--- src/rtl/pio_input_conditioner.sv ---
// Board-pin front end for the PIO inports: synchronizes and debounces keys and switches,
// latches sticky key-press flags with host acknowledge, and counts press events.
module pio_input_conditioner #(
    parameter int N_KEYS          = 4,
    parameter int N_SW            = 18,
    parameter int KEY_ACTIVE_LOW  = 1,
    parameter int SYNC_STAGES     = 2,
    parameter int DEBOUNCE_CYCLES = 250000
) (
    input  logic              clk,
    input  logic              reset,
    input  logic [N_KEYS-1:0] key_raw,
    input  logic [N_SW-1:0]   sw_raw,
    input  logic [31:0]       ack_word,
    output logic [31:0]       button_word,
    output logic [31:0]       switch_word,
    output logic              event_pending
);

    localparam int W  = N_KEYS + N_SW;
    localparam int CW = $clog2(DEBOUNCE_CYCLES);
    localparam logic [CW-1:0] CNT_LAST = CW'(DEBOUNCE_CYCLES - 1);

    logic [N_KEYS-1:0] key_in;
    logic [W-1:0]      sync_q [SYNC_STAGES];
    logic [W-1:0]      synced;

    logic [W-1:0]      stable_q, stable_d;
    logic [W-1:0]      pending_q, pending_d;
    logic [CW-1:0]     cnt_q [W];
    logic [CW-1:0]     cnt_d [W];

    logic [N_KEYS-1:0] press;
    logic [N_KEYS-1:0] ack_prev_q, ack_rise;
    logic [N_KEYS-1:0] sticky_q, sticky_d;
    logic [7:0]        count_q, count_d;

    // Keys are made active-high before the synchronizer so everything downstream is uniform.
    assign key_in = (KEY_ACTIVE_LOW != 0) ? ~key_raw : key_raw;
    assign synced = sync_q[SYNC_STAGES-1];

    always_ff @(posedge clk or posedge reset) begin
        if (reset) begin
            for (int i = 0; i < SYNC_STAGES; i++) sync_q[i] <= '0;
        end else begin
            sync_q[0] <= {sw_raw, key_in};
            for (int i = 1; i < SYNC_STAGES; i++) sync_q[i] <= sync_q[i-1];
        end
    end

    always_comb begin
        for (int i = 0; i < W; i++) begin
            stable_d[i]  = stable_q[i];
            pending_d[i] = pending_q[i];
            cnt_d[i]     = cnt_q[i];
            if (!pending_q[i]) begin
                cnt_d[i] = '0;
                if (synced[i] != stable_q[i]) begin
                    pending_d[i] = 1'b1;
                    cnt_d[i]     = CW'(1);
                end
            end else if (synced[i] == stable_q[i]) begin
                pending_d[i] = 1'b0;
                cnt_d[i]     = '0;
            end else if (cnt_q[i] == CNT_LAST) begin
                stable_d[i]  = ~stable_q[i];
                pending_d[i] = 1'b0;
                cnt_d[i]     = '0;
            end else begin
                cnt_d[i] = cnt_q[i] + CW'(1);
            end
        end
    end

    // Events come from the next stable state so flags and count land with the level.
    assign press    = stable_d[N_KEYS-1:0] & ~stable_q[N_KEYS-1:0];
    assign ack_rise = ack_word[N_KEYS-1:0] & ~ack_prev_q;
    assign sticky_d = (sticky_q & ~ack_rise) | press;
    assign count_d  = count_q + {7'd0, |press};

    always_ff @(posedge clk or posedge reset) begin
        if (reset) begin
            stable_q   <= '0;
            pending_q  <= '0;
            for (int i = 0; i < W; i++) cnt_q[i] <= '0;
            ack_prev_q <= '0;
            sticky_q   <= '0;
            count_q    <= '0;
        end else begin
            stable_q   <= stable_d;
            pending_q  <= pending_d;
            for (int i = 0; i < W; i++) cnt_q[i] <= cnt_d[i];
            ack_prev_q <= ack_word[N_KEYS-1:0];
            sticky_q   <= sticky_d;
            count_q    <= count_d;
        end
    end

    logic unused_ack;
    assign unused_ack = ^ack_word[31:N_KEYS];

    always_comb begin
        button_word                = '0;
        button_word[N_KEYS-1:0]    = stable_q[N_KEYS-1:0];
        button_word[16 +: N_KEYS]  = sticky_q;
        button_word[31:24]         = count_q;
        switch_word                = '0;
        switch_word[N_SW-1:0]      = stable_q[W-1:N_KEYS];
    end

    assign event_pending = |sticky_q;

endmodule

--- config.mk ---
export PLATFORM = sky130hd
export DESIGN_NAME = pio_input_conditioner
export DESIGN_NICKNAME = d
export VERILOG_FILES = /design/src/rtl/pio_input_conditioner.sv
export SDC_FILE = /design/constraint.sdc
export NUM_CORES = 1
export LEC_CHECK = 0
export CAP_MARGIN = 20
export CORE_ASPECT_RATIO = 1.75
export CORE_MARGIN = 5
export CORE_UTILIZATION = 60
export DETAILED_ROUTE_END_ITERATION = 8
export DONT_BUFFER_PORTS = 1
export GPL_ROUTABILITY_DRIVEN = 0
export MAX_ROUTING_LAYER = met4
export PLACE_DENSITY_LB_ADDON = 0.25
export REMOVE_ABC_BUFFERS = 1
export SYNTH_ARGS = -nofsm -noshare
export SYNTH_HDL_FRONTEND = slang
export SYNTH_SLANG_ARGS = --single-unit
export TNS_END_PERCENT = 20
--- constraint.sdc ---
create_clock -name clk -period 18 [get_ports clk]
set_input_delay 0.9 -clock clk [delete_from_list [all_inputs] [get_ports clk]]
set_output_delay 0.9 -clock clk [all_outputs]
set_load 0.05 [all_outputs]
Word level (Yosys, flattened, before mapping):

Index checks and enable logic that the tools add are counted.
Widths: inputs -> output; s select.

* add/sub/neg operators: 23
* mux-type cells: 188
* reductions and logical operators: 20
* eq/ne operators: 66
* bitwise operators: 48

Operators with widths (number)
* $mux 18: 66
* $add 18x1->18 const B: 22
* $eq 18x18->1 const B: 22
* $mux 1: 122
* $reduce_and 3->1: 18
* $not 1->1: 40
* $eq 1x1->1: 22
* $ne 1x1->1: 22
* $not 4->4: 4
* $and 4x4->4: 3
* $add 8x1->8: 1
* $reduce_or 4->1: 2
* $or 4x4->4: 1

* logic and storage cells: 392
* register bits after elaboration: 500

Longest topological paths before layout:

* depth in word-level cells: 7
* mapped depth: 9

Least setup slack after synthesis:

No wires, ideal clock.

* kind: register to register
* from: register cnt_q[360] in the netlist's numbering
* to: register count_q[5]
* clock period less this slack: 2.598 ns
* setup slack: 15.402 ns
* data arrival time: 2.457 ns
* required time: 17.859 ns
* stages on the path, launching flop included: 10
* library setup time: 0.141 ns
* cell sequence: dfrtp_1 ha_1 nand3_2 or4_4 or4_1 o2111ai_1 ha_1 and3_1 nand3_1 xnor2_1

* longest elaborated chain between the ends: 7

Ends and longest elaborated chain
* start: declaration: line 30 `logic [CW-1:0] cnt_q [W];`
* $eq 18x18->1: line 65 `end else if (cnt_q[i] == CNT_LAST) begin`
* $mux 1: line 65
* $mux 1: line 62 `end else if (synced[i] == stable_q[i]) begin`
* $mux 1: line 56 `if (!pending_q[i]) begin`
* $and 4x4->4: line 76 `assign press = stable_d[N_KEYS-1:0] & ~stable_q[N_KEYS-1:0];`
* $reduce_or 4->1: line 79 `assign count_d = count_q + {7'd0, |press};`
* $add 8x1->8: line 79
* net count_d[5]: line 36 `logic [7:0] count_q, count_d;`
* end signal: assignment: line 95 `count_q <= count_d;`
* end: declaration: line 36

The timed path passes the listed nets, and every way through them passes these cells.
A chain may end at the register's enable or synchronous reset.

Final worst setup path:

* from: register cnt_q[360] in the netlist's numbering
* to: register count_q[7]

The elaborated chain is that of the path after synthesis.

==> impl_metrics.tcl <==
set metrics [dict create \
    cts_root_buf "clkbuf_16" \
    multi_input_area_um2 10400 \
    fmax_mhz 327 \
    die_area_um2 43600 \
    clock_sinks 500 \
    leakagePower_nw 9.89 \
    clkSlewWorstSetupHoldPaths_ns 0.06 \
    synth.distinct_cells 62 \
    yosys_warnings 0 \
    status "completed" \
    nets 2440 \
    cp.required_ns 18.42 \
    drive_gt1_frac 0.0664 \
    async_flop_share 1.00 \
    pre_cts_ws_ns 14.36 \
    cts_tree "yes" \
    clock_skew_ns 0.0238 \
    grt_pass1_wl_mm 76.5 \
    fill_cells 3026 \
    rsz0062_at_grt "false" \
    routed_wl_mm 43.6 \
    drt_iter0_markers 821 \
    synth.avg_cell_area_um2 10.1 \
    htreeDepth 2 \
    globalRouteOverflowTotal 0 \
    hold_buffers 0 \
    grt_pass1_vias 17200 \
    detail-route-antenna-nets 0 \
    start_util 0.605 \
    grt_max_degree 146 \
    max_cap_viol_count 0 \
    path_class "flip-flop to flip-flop" \
    finalCriticalPeriod_ns 3.05 \
    route.detailed.drc 0 \
    worstRegToRegCells 9 \
    synth_edf_count 0 \
    ir_worst_vdd_v 0.0000882 \
    hold_violations 0 \
    worstPathArrival_ns 3.47 \
    coreArea_um2 39000 \
    clockBufferDepth 3 \
    wl_per_cell_um 15.1 \
    synth_ff_type "dfrtp_1" \
    diodes 0 \
    slew_violations 0 \
    synth_area_um2 23600 \
    tightest_slew_ns 1.01 \
    die-height_um 272 \
    tns_ns 0 \
    via_count 16600 \
    final_common_cell "dfrtp_1" \
    slew_headroom 0.321 \
    worstSetupEndpointType "flip-flop" \
    grt_usage 0.206 \
    syn_inst 2335 \
    rows 96 \
    finalWorstSetupSlack_ns 14.95 \
    io_pins 121 \
    post_drt_via_cell_ratio 5.77 \
    port_buffers 0 \
    area.sequential_um2 12500 \
    power_density_nw_per_um2 86.0 \
    cts_resized 0 \
    hp-class "primary input to asynchronous set/reset pin" \
    ys_seq_area_frac 0.530 \
    area_delta_synth_final_pct 8.33 \
    period_share 0.170 \
    worst-path-max-fanout 7 \
    antenna_found_initial 0 \
    cp-start-kind "flip-flop" \
    synth_seq_cells 500 \
    numCtsBuffers 46 \
    final_cell_mix "dfrtp_1 (500), nor2_1 (447), xnor2_1 (288), nand3_1 (136), nand4_1 (116)" \
    setup_violations 0 \
    hpwl_mm 29.4 \
    cts_setup_buffers 0 \
    worstSkewPairLatency_ns 0.56 \
    die_x_um 160 \
    fin_cells 2883 \
    drt-pass1-iter-count 7 \
    placed_cells 2794 \
]
[cells in the mapped netlist, drive strengths merged (20+ instances only)]
master | number | area, um2
nand2 | 80 | 300
dfrtp | 500 | 12500
and3 | 29 | 181
buf | 49 | 368
nand4 | 116 | 726
nor3 | 98 | 518
or4 | 33 | 290
a21oi | 37 | 185
nand3 | 139 | 711
nor2 | 447 | 1680
or3 | 20 | 130
inv | 113 | 424
nor4 | 107 | 684
xor2 | 52 | 455
ha | 24 | 300
o21ai | 28 | 178
xnor2 | 288 | 2520
mux2 | 22 | 248
[where the power goes]
| group | switching [mW] | leakage (nW) | internal, mW |
|---|---|---|---|
| sequential | 0.0119 | 6.78 | 1.14 |
| clock | 0.420 | 0.750 | 0.555 |
| combinational | 0.0599 | 2.36 | 0.0157 |
[path summary, 6_finish.rpt]
| path | start | end | slack, ns |
|---|---|---|---|
| max | cnt_q[360] | count_q[7] | 14.95 |
| max in group asynchronous | reset | cnt_q[0] | 15.63 |
| min reg2reg | sync_q[28] | synced[6] | 0.35 |
| max reg2reg | cnt_q[360] | count_q[7] | 14.95 |
| min | reset | cnt_q[93] | 0.18 |
| min in group clk | sync_q[28] | synced[6] | 0.35 |
[routing by layer]
layer	up-vias	share of wire	global-route usage
met5	-	0	-
met4	0	0.021	0.0616
met3	75	0.032	0.0309
met2	217	0.55	0.381
met1	8236	0.40	0.229
li1	8112	-	-
[through the flow]
step           hold slack [ns]  cell area (um2)  utilization  power, mW
2_1_floorplan            0.331            23300            -       1.23
3_3_place_gp             0.332            24000        0.614       1.24
3_5_place_dp             0.336            24000        0.614       1.25
4_1_cts                  0.330            25500        0.652       2.23
5_1_grt                  0.192            25600        0.656       2.29
6_report                 0.181            25600        0.656       2.20
[area by class of cell]
cell class / count / area share
timing repair buffer: 13 / 0.00616
tap: 490 / 0.0240
clock buffer: 61 / 0.0511
sequential: 500 / 0.489
inverter: 113 / 0.0169
clock inverter: 20 / 0.00792
multi-input combinational: 1686 / 0.405
[critical path, cell delays in order, from the launching register on]
cell and delay, ns:
dfrtp_1 0.39, ha_1 0.22, nand3_2 0.18, or4_4 0.59
or4_1 0.62, o2111ai_1 0.15, ha_1 0.21, and3_1 0.24
nand3_1 0.12, xnor2_1 0.19
[sequential cells by signal (all words and copies together) (netlist names)]
name        count
cnt_q         396
pending_q      22
stable_q       22
sync_q         22
synced         22
count_q         8
ack_prev_q      4
sticky_q        4
[cells by family (layout without fill, tap and decap cells)]
group                    count (synthesis)  after routing  synth area share
AND/OR/NAND/NOR                       1140           1140             0.246
flip-flops                             500            500             0.530
XOR/XNOR                               340            340             0.126
buffers and inverters                  178            207            0.0362
AO/OA/AOI/OAI                          124            124            0.0365
multiplexers                            28             28            0.0130
adder cells (fa/ha/maj)                 24             24            0.0127
other                                    1             30          0.000159
Power figures use the tool's default switching activity.
